`config.mk`:
```
export PLATFORM = sky130hd
export DESIGN_NAME = mem_arbiter
export DESIGN_NICKNAME = d
export VERILOG_FILES = /design/src/rtl/mem_arb_pkg.sv /design/src/rtl/arb_grant.sv /design/src/rtl/mem_arbiter.sv
export SDC_FILE = /design/constraint.sdc
export NUM_CORES = 1
export LEC_CHECK = 0
export BUFFER_PORTS_ARGS = -buffer_cell sky130_fd_sc_hd__clkbuf_2
export CORE_AREA = 2 2 259 261
export DETAILED_ROUTE_END_ITERATION = 16
export DIE_AREA = 0 0 261 263
export PLACE_DENSITY = 0.45
export SLEW_MARGIN = 20
export SYNTH_ARGS = -nofsm -noshare
export SYNTH_HDL_FRONTEND = slang
export SYNTH_SLANG_ARGS = --single-unit
```
`constraint.sdc`:
```
create_clock -name CLK -period 2 [get_ports CLK]
set_input_delay 0.1 -clock CLK [delete_from_list [all_inputs] [get_ports CLK]]
set_output_delay 0.1 -clock CLK [all_outputs]
set_load 0.01 [all_outputs]
```
`src/rtl/mem_arb_pkg.sv`:
```
`default_nettype none
// ============================================================================
//  Module   : mem_arb_pkg
//  Brief    : Shared types and constants for the instruction/data memory arbiter.
//  Revision : 1.0 - initial release
// ============================================================================
package mem_arb_pkg;

    localparam int ADDR_W_DEFAULT = 6;
    localparam int DATA_W_DEFAULT = 128;

    typedef enum logic [2:0] {
        IDLE   = 3'd0,
        D_BUSY = 3'd1,
        D_DONE = 3'd2,
        I_BUSY = 3'd3,
        I_DONE = 3'd4
    } arb_state_t;

    typedef logic req_id_t;

    localparam req_id_t REQ_D = 1'b0;
    localparam req_id_t REQ_I = 1'b1;

    // Priority holder after a grant: the requester that was not just served.
    function automatic req_id_t other_req(input req_id_t id);
        return (id == REQ_D) ? REQ_I : REQ_D;
    endfunction

endpackage
`default_nettype wire

```
`src/rtl/arb_grant.sv`:
```
`default_nettype none
// ============================================================================
//  Module   : arb_grant
//  Brief    : Picks the winning requester from the two request levels.
//             ARB_ROUND_ROBIN_EN: contention goes to the pointer's requester;
//             otherwise data always beats instruction.
//  Revision : 1.0 - initial release
// ============================================================================
module arb_grant
    import mem_arb_pkg::*;
(
    input  logic    i_d_req,
    input  logic    i_i_req,
    input  req_id_t i_ptr,
    output req_id_t o_winner
);

`ifdef ARB_ROUND_ROBIN_EN
    always_comb begin
        o_winner = REQ_I;
        if (i_d_req && i_i_req) begin
            o_winner = i_ptr;
        end else if (i_d_req) begin
            o_winner = REQ_D;
        end
    end
`else
    logic unused_ptr;
    assign unused_ptr = i_ptr;

    always_comb begin
        o_winner = REQ_I;
        if (i_d_req) begin
            o_winner = REQ_D;
        end
    end
`endif

endmodule
`default_nettype wire

```
`src/rtl/mem_arbiter.sv`:
```
`default_nettype none
// ============================================================================
//  Module   : mem_arbiter
//  Brief    : Shares one block memory between the I-cache and D-cache.
//             Optional macro ARB_ROUND_ROBIN_EN selects round-robin arbitration.
//  Revision : 1.0 - initial release
// ============================================================================
module mem_arbiter
    import mem_arb_pkg::*;
#(
    parameter int ADDR_W = ADDR_W_DEFAULT,
    parameter int DATA_W = DATA_W_DEFAULT
) (
    input  logic              CLK,
    input  logic              RESET,
    input  logic              IREAD,
    input  logic [ADDR_W-1:0] IADDRESS,
    output logic [DATA_W-1:0] IREADDATA,
    output logic              IBUSYWAIT,
    input  logic              DREAD,
    input  logic              DWRITE,
    input  logic [ADDR_W-1:0] DADDRESS,
    input  logic [DATA_W-1:0] DWRITEDATA,
    output logic [DATA_W-1:0] DREADDATA,
    output logic              DBUSYWAIT,
    output logic              MEM_READ,
    output logic              MEM_WRITE,
    output logic [ADDR_W-1:0] MEM_ADDRESS,
    output logic [DATA_W-1:0] MEM_WRITEDATA,
    input  logic [DATA_W-1:0] MEM_READDATA,
    input  logic              MEM_BUSYWAIT
);

    arb_state_t        state_q, state_d;
    logic              mem_read_q, mem_read_d;
    logic              mem_write_q, mem_write_d;
    logic [ADDR_W-1:0] mem_address_q, mem_address_d;
    logic [DATA_W-1:0] mem_writedata_q, mem_writedata_d;
    logic [DATA_W-1:0] ireaddata_q, ireaddata_d;
    logic [DATA_W-1:0] dreaddata_q, dreaddata_d;

    logic    d_req;
    req_id_t ptr;
    req_id_t winner;

    assign d_req = DREAD | DWRITE;

`ifdef ARB_ROUND_ROBIN_EN
    req_id_t ptr_q, ptr_d;

    always_comb begin
        ptr_d = ptr_q;
        if (state_q == IDLE && (d_req || IREAD)) begin
            ptr_d = other_req(winner);
        end
    end

    always_ff @(posedge CLK or negedge RESET) begin
        if (!RESET) begin
            ptr_q <= REQ_D;
        end else begin
            ptr_q <= ptr_d;
        end
    end

    assign ptr = ptr_q;
`else
    assign ptr = REQ_D;
`endif

    arb_grant u_arb_grant (
        .i_d_req  (d_req),
        .i_i_req  (IREAD),
        .i_ptr    (ptr),
        .o_winner (winner)
    );

    always_comb begin
        state_d         = state_q;
        mem_read_d      = mem_read_q;
        mem_write_d     = mem_write_q;
        mem_address_d   = mem_address_q;
        mem_writedata_d = mem_writedata_q;
        ireaddata_d     = ireaddata_q;
        dreaddata_d     = dreaddata_q;

        case (state_q)
            IDLE: begin
                if (d_req || IREAD) begin
                    if (winner == REQ_D) begin
                        // A simultaneous read is dropped in favour of the write.
                        state_d         = D_BUSY;
                        mem_write_d     = DWRITE;
                        mem_read_d      = ~DWRITE;
                        mem_address_d   = DADDRESS;
                        mem_writedata_d = DWRITEDATA;
                    end else begin
                        state_d       = I_BUSY;
                        mem_read_d    = 1'b1;
                        mem_write_d   = 1'b0;
                        mem_address_d = IADDRESS;
                    end
                end
            end
            D_BUSY: begin
                if (!MEM_BUSYWAIT) begin
                    if (mem_read_q) begin
                        dreaddata_d = MEM_READDATA;
                    end
                    mem_read_d  = 1'b0;
                    mem_write_d = 1'b0;
                    state_d     = D_DONE;
                end
            end
            I_BUSY: begin
                if (!MEM_BUSYWAIT) begin
                    ireaddata_d = MEM_READDATA;
                    mem_read_d  = 1'b0;
                    mem_write_d = 1'b0;
                    state_d     = I_DONE;
                end
            end
            D_DONE:  state_d = IDLE;
            I_DONE:  state_d = IDLE;
            default: state_d = IDLE;
        endcase
    end

    always_ff @(posedge CLK or negedge RESET) begin
        if (!RESET) begin
            state_q         <= IDLE;
            mem_read_q      <= 1'b0;
            mem_write_q     <= 1'b0;
            mem_address_q   <= '0;
            mem_writedata_q <= '0;
            ireaddata_q     <= '0;
            dreaddata_q     <= '0;
        end else begin
            state_q         <= state_d;
            mem_read_q      <= mem_read_d;
            mem_write_q     <= mem_write_d;
            mem_address_q   <= mem_address_d;
            mem_writedata_q <= mem_writedata_d;
            ireaddata_q     <= ireaddata_d;
            dreaddata_q     <= dreaddata_d;
        end
    end

    // Stalls release only in the owner's DONE cycle.
    assign DBUSYWAIT     = d_req & (state_q != D_DONE);
    assign IBUSYWAIT     = IREAD & (state_q != I_DONE);

    assign MEM_READ      = mem_read_q;
    assign MEM_WRITE     = mem_write_q;
    assign MEM_ADDRESS   = mem_address_q;
    assign MEM_WRITEDATA = mem_writedata_q;
    assign IREADDATA     = ireaddata_q;
    assign DREADDATA     = dreaddata_q;

    a_strobe_excl: assert property (@(posedge CLK) disable iff (!RESET)
        !(mem_read_q && mem_write_q));

    a_strobe_idle: assert property (@(posedge CLK) disable iff (!RESET)
        (state_q == IDLE || state_q == D_DONE || state_q == I_DONE)
            |-> !(mem_read_q || mem_write_q));

endmodule
`default_nettype wire
```
==> run_results.csv <==
group,metric,value,unit
sta,slew_violations,0,
critical_path,cp_max_fo,40,
sta,fmax,538,MHz
placed_design,gp_congestion,0.787,
final_layout,antenna_cells,0,
synthesis,ys_ff_latch,395,
power,combPwrFrac,0.403,
power,p_leak,12.0,nW
floorplan,die_w,261,um
run,cap_violations,0,
critical_path,cp-end-kind,"register",
drt,vias,11000,
power,power_density,1570,mW/mm^2
drt,firstDrtPassIters,4,
power,max-vdd-ir-drop,0.736,mV
critical_path,startpoint_type,"register",
floorplan,die_h,263,um
floorplan,dieArea,0.0686,mm^2
clock_tree,clk_path_buf_depth,3,
clock_tree,clock_sinks,395,
power,swShare,0.332,
clock_tree,cts_tree,"built",
clock_tree,root_buffer,"clkbuf_16",
power,p_clk_frac,0.217,
final_layout,drive_gt1_frac,0.626,
sta,skew,21.0,ps
synthesis,yosys_warnings,0,
drt,drc,0,
clock_tree,cts_made_buffers,46,
clock_tree,clk_pin_slew,60,ps
floorplan,core,0.0656,mm^2
sta,final.setup.tns,0,ps
final_layout,nNetsFinal,2118,
synthesis,ys_types,23,
final_layout,final_common_cell,"clkbuf_2",
final_layout,fillCellCount,6417,
power,seqPwrFrac,0.380,
final_layout,syn_to_final_growth,57.0,%
sta,slew_headroom,0.605,
critical_path,arrival,2290,ps
clock_tree,h-tree-depth,2,
sta,period_share,0.929,
placed_design,place_hpwl,36.2,mm
power,intPower,25.3,mW
global_routing,grt_pass1_wl,74.0,mm
global_routing,grt_use_total,0.138,
worst_hold_path,hp-class,"input pin to async pin",
synthesis,synthCells,856,
floorplan,initial_utilization,0.234,
sta,tightestPinTransition,592,ps
sta,post-route-min-period,1860,ps
sta,setup_viol,0,
drt,wl_per_cell,17.8,um
global_routing,antenna_found_initial,0,
global_routing,grt_pass1_vias,12300,
placed_design,port_buffers,667,
floorplan,pin_count,668,
power,p_sw,12.6,mW
drt,vias_per_cell,3.99,
synthesis,synth_area,0.0154,mm^2
global_routing,overflow,0,
floorplan,rows,94,
critical_path,path_class,"register to register",
drt,routed_wirelength,48.7,mm
critical_path,critical_path_required,2430,ps
synthesis,yosysSeqAreaShare,0.643,
sta,final-hold-violation-count,0,
run_status,status,"complete, no violations",
synthesis,synth_nets,1130,
final_layout,layout_common_cells,"clkbuf_2, dfrtp_1, mux2_2",
sta,grt_setup_unrepaired,"no",
drt,drt_iter0_markers,439,
placed_design,placed_cell_area,0.0199,mm^2
global_routing,grt_max_degree,59,
clock_tree,clkLatencyLatePin,570,ps
drt,ant_nets,0,
synthesis,syn_area_per_cell,18.0,um^2
final_layout,final_cell_area,0.0241,mm^2
[cells in the mapped netlist]
| library cell | n | area [um^2] |
|---|---|---|
| buf_4 | 2 | 15.0 |
| nor2_1 | 4 | 15.0 |
| mux2_4 | 120 | 1800 |
| mux2_1 | 3 | 33.8 |
| and3_1 | 1 | 6.26 |
| nor2b_1 | 1 | 6.26 |
| buf_6 | 35 | 394 |
| inv_1 | 1 | 3.75 |
| a31o_2 | 1 | 8.76 |
| a21boi_0 | 1 | 7.51 |
| dfrtp_1 | 395 | 9880 |
| mux2_2 | 274 | 3090 |
| nand3b_1 | 1 | 7.51 |
| and2_2 | 1 | 7.51 |
| nor3_1 | 1 | 5.00 |
| nand2b_1 | 1 | 6.26 |
| mux2i_1 | 1 | 10.0 |
| o21ai_0 | 1 | 5.00 |
| nor3b_2 | 1 | 12.5 |
| buf_2 | 6 | 30.0 |
| o31a_1 | 1 | 8.76 |
| nand3_1 | 1 | 5.00 |
| a21oi_1 | 3 | 15.0 |
[power groups by stage]
stage               Clock [mW]  Sequential (mW)  Combinational (mW)
finish                    8.22             14.4                15.3
global route              8.90             14.9                16.3
global placement             0             14.4                14.9
detailed placement           0             14.5                15.1
CTS                       8.57             14.4                15.6
floorplan                    0             16.1                6.62
[stage by stage]
step / hold WS (ps) / setup slack, ps / utilization / instances / power, mW
6_report: 96.0 / 142 / 0.368 / 2741 / 37.9
3_5_place_dp: 116 / 111 / 0.304 / 2388 / 29.5
3_3_place_gp: 115 / 127 / 0.304 / 2388 / 29.3
5_1_grt: 112 / 29.0 / 0.368 / 2741 / 40.1
4_1_cts: 86.9 / 37.7 / 0.368 / 2741 / 38.5
2_1_floorplan: -196 / 415 / - / 856 / 22.7
[critical path: stages (launching register included)]
cell	delay (ps)
dfrtp_1	400
buf_4	160
nor3_1	380
o21ai_4	210
buf_12	230
mux2_2	310
[layer usage]
metal	track usage	share of wire
met5	0	0
met4	0.0467	0.030
met3	0.0316	0.057
met2	0.253	0.53
met1	0.155	0.38
[path summary, 6_finish.rpt]
kind,to,slack (ps),startpoint,cells past startpoint
hold reg to reg,IREADDATA[54],480,IREADDATA[54],1
min in group CLK,state_q[1],120,DREAD,5
hold / removal,MEM_WRITEDATA[56],100,RESET,2
setup reg to reg,MEM_WRITEDATA[12],140,state_q[2],5
setup / recovery,MEM_WRITEDATA[12],140,state_q[2],5
max in group asynchronous,MEM_WRITEDATA[55],1060,RESET,3
[kinds of logic (layout without fill, tap and decap cells)]
kind of cell / count (synthesis) / in the layout / synth area share
buffers and inverters: 44 / 1065 / 0.0288
flip-flops: 395 / 395 / 0.643
multiplexers: 398 / 398 / 0.321
AND/OR/NAND/NOR: 12 / 12 / 0.00464
AO/OA/AOI/OAI: 7 / 7 / 0.00293
[flip-flops by register name (all words and copies together), names as in the netlist]
register       count
MEM_READ           1
state_q            3
MEM_ADDRESS        6
MEM_WRITE          1
DREADDATA        128
MEM_WRITEDATA    128
IREADDATA        128
[timing repair]
action / in CTS / in global routing
setup buffers: 0 / 0
endpoints found under the setup margin: 0 / 11
gates resized for setup: 0 / 2
hold endpoints to repair: 599 / 0
hold buffers: 272 / 0
[area by class of cell]
cell class | instances | area (um^2) | share of cell area
clock buffer | 72 | 1360 | 0.0563
clock inverter | 9 | 105 | 0.00435
multi-input combinational | 417 | 5070 | 0.210
sequential | 395 | 9880 | 0.409
inverter | 1 | 3.75 | 0.000155
tap | 864 | 1080 | 0.0448
timing repair buffer | 983 | 6640 | 0.275
Note: power is estimated with default switching activity, not from simulation.
